**config.mk**
```make
export PLATFORM = sky130hd
export DESIGN_NAME = case_convert_stream
export DESIGN_NICKNAME = d
export VERILOG_FILES = /design/src/rtl/case_convert_stream.sv
export SDC_FILE = /design/constraint.sdc
export NUM_CORES = 1
export LEC_CHECK = 0
export BUFFER_PORTS_ARGS = -buffer_cell sky130_fd_sc_hd__clkbuf_2
export CAP_MARGIN = 10
export CORE_MARGIN = 1
export CORE_UTILIZATION = 35
export CTS_BUF_LIST = sky130_fd_sc_hd__clkbuf_8
export DETAILED_ROUTE_END_ITERATION = 10
export SYNTH_ARGS = -nofsm -noshare
export SYNTH_HDL_FRONTEND = slang
export SYNTH_SLANG_ARGS = --single-unit
export TNS_END_PERCENT = 100
```
**constraint.sdc**
```tcl
create_clock -name clk -period 4.5 [get_ports clk]
set_input_delay 0.9 -clock clk [delete_from_list [all_inputs] [get_ports clk]]
set_output_delay 0.9 -clock clk [all_outputs]
set_load 0.05 [all_outputs]
```
**src/rtl/case_convert_stream.sv**
```systemverilog
// case_convert_stream
// A streaming ASCII case converter. Each beat carries LANES bytes. Every byte
// gets the case mode that was selected when its beat was accepted. The
// converted beat comes out one cycle later from an output register that
// honours back-pressure. A saturating counter records how many bytes the
// conversion actually changed.
module case_convert_stream #(
    parameter int LANES = 4,
    parameter int CNT_W = 16
) (
    input  logic                   clk,
    input  logic                   rst,
    input  logic [1:0]             mode,
    input  logic                   s_valid,
    output logic                   s_ready,
    input  logic [8*LANES-1:0]     s_data,
    input  logic [LANES-1:0]       s_keep,
    output logic                   m_valid,
    input  logic                   m_ready,
    output logic [8*LANES-1:0]     m_data,
    output logic [LANES-1:0]       m_keep,
    input  logic                   clr_count,
    output logic [CNT_W-1:0]       conv_count
);

    localparam int DW    = 8 * LANES;
    localparam int LCW   = $clog2(LANES + 1);
    // One spare bit above the wider operand, so the sum can never wrap
    // before the saturation check sees it.
    localparam int SUM_W = ((CNT_W > LCW) ? CNT_W : LCW) + 1;
    localparam logic [SUM_W-1:0] CNT_MAX = {{(SUM_W-CNT_W){1'b0}}, {CNT_W{1'b1}}};

    localparam logic [1:0] MODE_PASS   = 2'b00;
    localparam logic [1:0] MODE_UPPER  = 2'b01;
    localparam logic [1:0] MODE_LOWER  = 2'b10;
    localparam logic [1:0] MODE_TOGGLE = 2'b11;

    logic [DW-1:0]    m_data_q,  m_data_d;
    logic [LANES-1:0] m_keep_q,  m_keep_d;
    logic             m_valid_q, m_valid_d;
    logic [CNT_W-1:0] count_q,   count_d;

    logic [DW-1:0]    conv_data;
    logic [LANES-1:0] lane_changed;
    logic [LCW-1:0]   changed_cnt;
    logic [SUM_W-1:0] count_sum;
    logic             accept;
    logic             transfer;

    // Reset forces s_ready low, so no beat can be accepted while rst is high.
    assign s_ready  = !rst && (!m_valid_q || m_ready);
    assign accept   = s_valid && s_ready;
    assign transfer = m_valid_q && m_ready;

    // Per-lane converters. Only the letter ranges are touched; every other
    // code, including bytes 128..255, passes through bit-exact.
    generate
        for (genvar gi = 0; gi < LANES; gi++) begin : lane_g
            logic [7:0] in_byte;
            logic [7:0] out_byte;
            logic       is_lower;
            logic       is_upper;

            assign in_byte  = s_data[8*gi +: 8];
            assign is_lower = (in_byte >= 8'd97) && (in_byte <= 8'd122);
            assign is_upper = (in_byte >= 8'd65) && (in_byte <= 8'd90);

            // Select the converted byte for this lane from the active mode.
            always_comb begin
                out_byte = in_byte;
                if (s_keep[gi]) begin
                    case (mode)
                        MODE_UPPER:  if (is_lower) out_byte = in_byte - 8'd32;
                        MODE_LOWER:  if (is_upper) out_byte = in_byte + 8'd32;
                        MODE_TOGGLE: begin
                            if (is_lower)      out_byte = in_byte - 8'd32;
                            else if (is_upper) out_byte = in_byte + 8'd32;
                        end
                        default:     out_byte = in_byte;
                    endcase
                end
            end

            assign conv_data[8*gi +: 8] = out_byte;
            assign lane_changed[gi]     = (out_byte != in_byte);
        end
    endgenerate

    // Count the lanes whose byte was actually changed in this beat.
    always_comb begin
        changed_cnt = '0;
        for (int i = 0; i < LANES; i++) begin
            changed_cnt = changed_cnt + LCW'(lane_changed[i]);
        end
    end

    assign count_sum = SUM_W'(count_q) + SUM_W'(changed_cnt);

    // Next state for the output register and the saturating counter.
    always_comb begin
        m_data_d  = m_data_q;
        m_keep_d  = m_keep_q;
        m_valid_d = m_valid_q;
        count_d   = count_q;

        if (accept) begin
            m_data_d  = conv_data;
            m_keep_d  = s_keep;
            m_valid_d = 1'b1;
        end else if (transfer) begin
            m_valid_d = 1'b0;
        end

        // A clear takes priority, and the count from a beat accepted in the
        // same cycle is dropped.
        if (clr_count) begin
            count_d = '0;
        end else if (accept) begin
            if (count_sum > CNT_MAX) begin
                count_d = {CNT_W{1'b1}};
            end else begin
                count_d = count_sum[CNT_W-1:0];
            end
        end
    end

    // State registers. Reset drops any beat still held; that beat is not replayed.
    always_ff @(posedge clk) begin
        if (rst) begin
            m_data_q  <= '0;
            m_keep_q  <= '0;
            m_valid_q <= 1'b0;
            count_q   <= '0;
        end else begin
            m_data_q  <= m_data_d;
            m_keep_q  <= m_keep_d;
            m_valid_q <= m_valid_d;
            count_q   <= count_d;
        end
    end

    assign m_valid    = m_valid_q;
    assign m_data     = m_data_q;
    assign m_keep     = m_keep_q;
    assign conv_count = count_q;

endmodule

```
# Yosys cells after proc, flatten, opt, wreduce, memory -nomap -nowiden
# Cells that the tools add are included.
# word_totals
out_inout_bits	54
in_bits	43
elab_cells	79
mem_bits_ro	0
reg_bits	53
latchBits	0
n_memories	0
mem_bits_rw	0
# classes
addsub	12
magnitude_cmp	17
mul	0
mux	23
reduce_logical	16
bitwise_logic	0
div	0
n_eq_ne	7
shift	0
# ops
cell	count
$mux W8	16
$pmux W8 S3	4
$ge A8 B7 Y1 const B	8
$le A8 B7 Y1 const B	8
$add A8 B6 Y8 const B	4
$ne A8 B8 Y1	4
$sub A8 B6 Y8 const B	4
$add A16 B3 Y17	1
$gt A17 B16 Y1 const B	1
$mux W16	1
$logic_and A1 B1 Y1	11
$eq A2 B2 Y1 const B	2
$add A2 B1 Y3	1
$add A3 B1 Y3	1
$add A1 B1 Y2	1
$eq A2 B1 Y1 const B	1
$logic_not A1 Y1	2
$mux W1	2
$reduce_bool A2 Y1	1
$reduce_or A2 Y1	1
$logic_or A1 B1 Y1	1

# Logic depth before layout (Yosys ltp)
# depth
ltp_word	13
depth_mapped	17
mapped_depth_nobuf	16

# Worst setup path before layout
# Ideal clock, no wire load.
# synth_timing
path_kind	input to register
startpoint	in s_data[21]
endpoint	reg count_q[7] (netlist: conv_count[7])
required_ps	4381
slack_ps	261
stages	16
arrival_time_ps	4120
setup_ps	119
path_buffers	1
path_cell_list	clkbuf_1 -> inv_1 -> ha_1 -> nand4bb_1 -> o22ai_1 -> o21a_1 -> and3_1 -> o21ai_1 -> fa_1 -> inv_1 -> fa_1 -> fa_1 -> and4_1 -> nand4_1 -> nand3_1 -> o221a_1
# synth_between
elab_chain_cells	12
# synth_lines
item	line	source
from (decl)	16	input logic [8*LANES-1:0] s_data,
$ge A8 B7 Y1 or $le A8 B7 Y1 (tied branches)	66	assign is_upper = (in_byte >= 8'd65) && (in_byte <= 8'd90);
$logic_and A1 B1 Y1	66	
$mux W8	74, 77	
$mux W8	76	if (is_lower) out_byte = in_byte - 8'd32;
$pmux W8 S3	72	case (mode)
$mux W8	71	if (s_keep[gi]) begin
$ne A8 B8 Y1 *	85	assign lane_changed[gi] = (out_byte != in_byte);
$add A2 B1 Y3 *	93	changed_cnt = changed_cnt + LCW'(lane_changed[i]);
$add A3 B1 Y3 *	93	
$add A16 B3 Y17 *	97	assign count_sum = SUM_W'(count_q) + SUM_W'(changed_cnt);
$gt A17 B16 Y1	119	if (count_sum > CNT_MAX) begin
$mux W16 *	119	
to (signal assigned)	138	count_q <= count_d;
to (decl)	41	logic [CNT_W-1:0] count_q, count_d;
# Every way passes the cells marked *; elsewhere a longest branch is shown, timed or not.
# A chain may end at the register's enable or synchronous reset.

# Final worst setup path
# layout_timing
startpoint	in s_data[20]
endpoint	reg count_q[15] (netlist: conv_count[15])
# The elaborated chain is that of the path after synthesis.

==> impl_metrics.ini <==
[drt]
first_pass_iters = 7
via_per_inst = 5.45
routed.top_layer = met4
drt_iter0_drc = 184
via_count = 3347
ant_nets = 0
wirelength_um = 9190
drc = 10
wl_per_cell_um = 15.0
wl_met2_um = 4170
wl_met1_um = 4400
wl_met3_um = 496

[synthesis]
synth_most_common_cell = nand2_1
synth_area_per_cell_um2 = 7.87
synth_area_leaders = dfxtp_1 (33%), nand2_1 (8.0%), a21oi_1 (7.9%), ha_1 (5.0%), nor2_1 (2.9%)
synth_nets = 469
yosysTopAreaCellShare_pct = 32.9
async_flop_share_pct = 0
yosysSeqAreaShare_pct = 32.9
synth_edf_count = 0
syn_area_um2 = 3230
ys.flop_type = dfxtp_1
synth_seq_cells = 53
yosys.area.top_type = dfxtp_1
synth_common_cells = nand2_1 (69), dfxtp_1 (53), a21oi_1 (51), nor2_1 (25), inv_1 (20)
syn_inst = 410
synth.distinct_cells = 63
yosysWarnings = 0

[timing]
max_slew_margin_pct = 48.4
fmax_mhz = 245
final-hold-violation-count = 0
tns_ns = 0
fin_crit_ns = 4.09
worst_pin_slew_ns = 0.773
grt_setup_unrepaired = false
setup_violations = 0
finalCritPeriodShare_pct = 90.9
skew_ns = 0.00553
slew_violations = 0

[critical_path]
path_buf_inv = 2
slowest_stage = or4_4
start_kind = input pin
arrival_ns = 4.33
cp_top_family = simple AND/OR/NAND/NOR gates
critPathLaunch = s_data[20]
r2r-end = conv_count[5]$_SDFFE_PP0P_
crit_type = in -> reg
cpMostUsedCell = fa_1
worst-path-max-fanout = 8
cp.depth = 14
cp-endpoint = conv_count[15]$_SDFFE_PP0P_
ff2ff_setup_slack_ns = 1.72
cp_cell_sequence = clkbuf_2 -> or4_4 -> or2_4 -> o21a_1 -> and3_1 -> o21ai_1 -> fa_1 -> inv_1 -> fa_1 -> fa_1 -> nand3_1 -> or3_1 -> and4_1 -> nor3_2
timing.rr.start = conv_count[0]$_SDFFE_PP0P_
rr_worst_depth = 10
cp.required_ns = 4.74
cpPeakStageDelay_ns = 0.54
crit_path_end_kind = register

[global_routing]
grt_overflow = 0
grt_antenna_before_repair = 0
grt_pass1_wl_um = 15000
grt_max_degree = 34
grt_pass1_vias = 3060
track_usage_pct = 19.2

[placement]
hpwl_um = 7070
io_buffers = 96
routabilityCongestion = 0.838

[floorplanning]
die_area_um2 = 9610
ios = 97
die_w_um = 98.0
die_h_um = 98.0
rows = 34
fp.coreArea_um2 = 8810
start_util_pct = 36.6

[clock_network]
cts_tree = yes
insertion_delay_ns = 0.31
cts_sinks = 53
cts.clk_slew.worst_paths_ns = 0.10
htree_levels = 2
ctsResizeCount = 0
cts_root_buffer = clkbuf_8
cts_buffers = 5
post_cts_buffers = 0
clk_path_buf_depth = 2
cts_hold_buf = 0

[layout]
area_growth_pct = 23.0
drive_gt1_share_pct = 25.9
diodes = 0
fin_nets = 564

[power]
cellPowerDensity_nw_per_um2 = 283
max-vdd-ir-drop_mv = 0.146
power_mw = 1.12
leakage_nw = 1.79

[hold_path]
hp-class = reg -> reg

[job]
max-cap-violations = 0

[run_status]
violations = design-rule violations
outcome = finished with violations
==> metal layers <==
layer  global-route usage, %  vias up
met2                    30.8      106
li1                        -     1682
met4                    5.24        0
met1                    26.2     1545
met5                       0        -
met3                    3.58       14
==> logic make-up after synthesis <==
logic type                 Yosys count  synth area share [%]
DFF                                 53                  32.9
muxes                                7                  2.25
adders and majority gates           16                  6.90
and+or+nand+nor                    176                  28.3
buffers and inverters               39                  4.73
AOI/OAI and AO/OA                  119                  24.9
==> area by class of cell <==
class                           instances  area, um^2
Clock inverter                          2        37.5
Timing Repair Buffer                  107         563
Inverter                               20        75.1
Multi-Input combinational cell        318        2020
Sequential cell                        53        1060
Clock buffer                            6        82.6
Fill cell                             921        4840
Tap cell                              108         135
==> layout by cell type (no fill, tap or decap), drive strengths merged, types with 3 or more instances in the layout <==
cell	n
o22ai	5
o211a	5
nor2	25
a31oi	4
buf	11
nand4	6
inv	20
and3	8
nand3	11
ha	13
clkbuf	102
or2	3
nor3	17
nor2b	8
nand2b	3
a211o	3
dfxtp	53
o32ai	3
o211ai	5
fa	3
o221a	3
a21oi	52
a41oi	3
or3	4
o21ai	11
and4	9
nand2	69
o21a	6
nor4	3
mux2i	5
==> stage by stage <==
stage | std cells | instance area (um^2) | hold WS, ns | setup slack, ns | util [%]
global route | 614 | 3970 | 0.477 | 0.231 | 45.1
global placement | 606 | 3850 | 0.442 | 0.157 | 43.7
detailed placement | 606 | 3850 | 0.446 | 0.0800 | 43.7
CTS | 614 | 3970 | 0.461 | 0.414 | 45.1
floorplan | 410 | 3230 | 0.675 | 0.261 | -
finish | 614 | 3970 | 0.458 | 0.411 | 45.1
==> worst reg2reg max path, cell delays in order (launching register included) <==
cell,delay [ns]
dfxtp_1,0.36
inv_1,0.07
fa_1,0.53
inv_1,0.05
fa_1,0.45
fa_1,0.45
and4_1,0.23
nand4_1,0.10
buf_4,0.16
a21oi_1,0.07
o211a_1,0.20
==> state kept, by name, summed over array words and instances, names as in the netlist <==
| register | count |
|---|---|
| conv_count | 16 |
| m_keep | 4 |
| m_valid | 1 |
| m_data | 32 |
==> power breakdown <==
part	internal, mW	switching (mW)	leakage [nW]
clock	0.181	0.162	0.0574
sequential	0.492	0.0134	0.434
combinational	0.0788	0.197	1.30
==> worst min-delay path by stage <==
stage / cells past startpoint / start / endpoint
3_5_place_dp: 2 / m_data[28]$_SDFFE_PP0P_ / m_data[28]$_SDFFE_PP0P_
4_1_cts: 2 / m_data[28]$_SDFFE_PP0P_ / m_data[28]$_SDFFE_PP0P_
3_3_place_gp: 2 / m_data[10]$_SDFFE_PP0P_ / m_data[10]$_SDFFE_PP0P_
2_1_floorplan: 2 / m_data[0]$_SDFFE_PP0P_ / m_data[0]$_SDFFE_PP0P_
6_report: 2 / m_data[10]$_SDFFE_PP0P_ / m_data[10]$_SDFFE_PP0P_
5_1_grt: 2 / m_data[24]$_SDFFE_PP0P_ / m_data[24]$_SDFFE_PP0P_
Power figures use the tool's default switching activity.
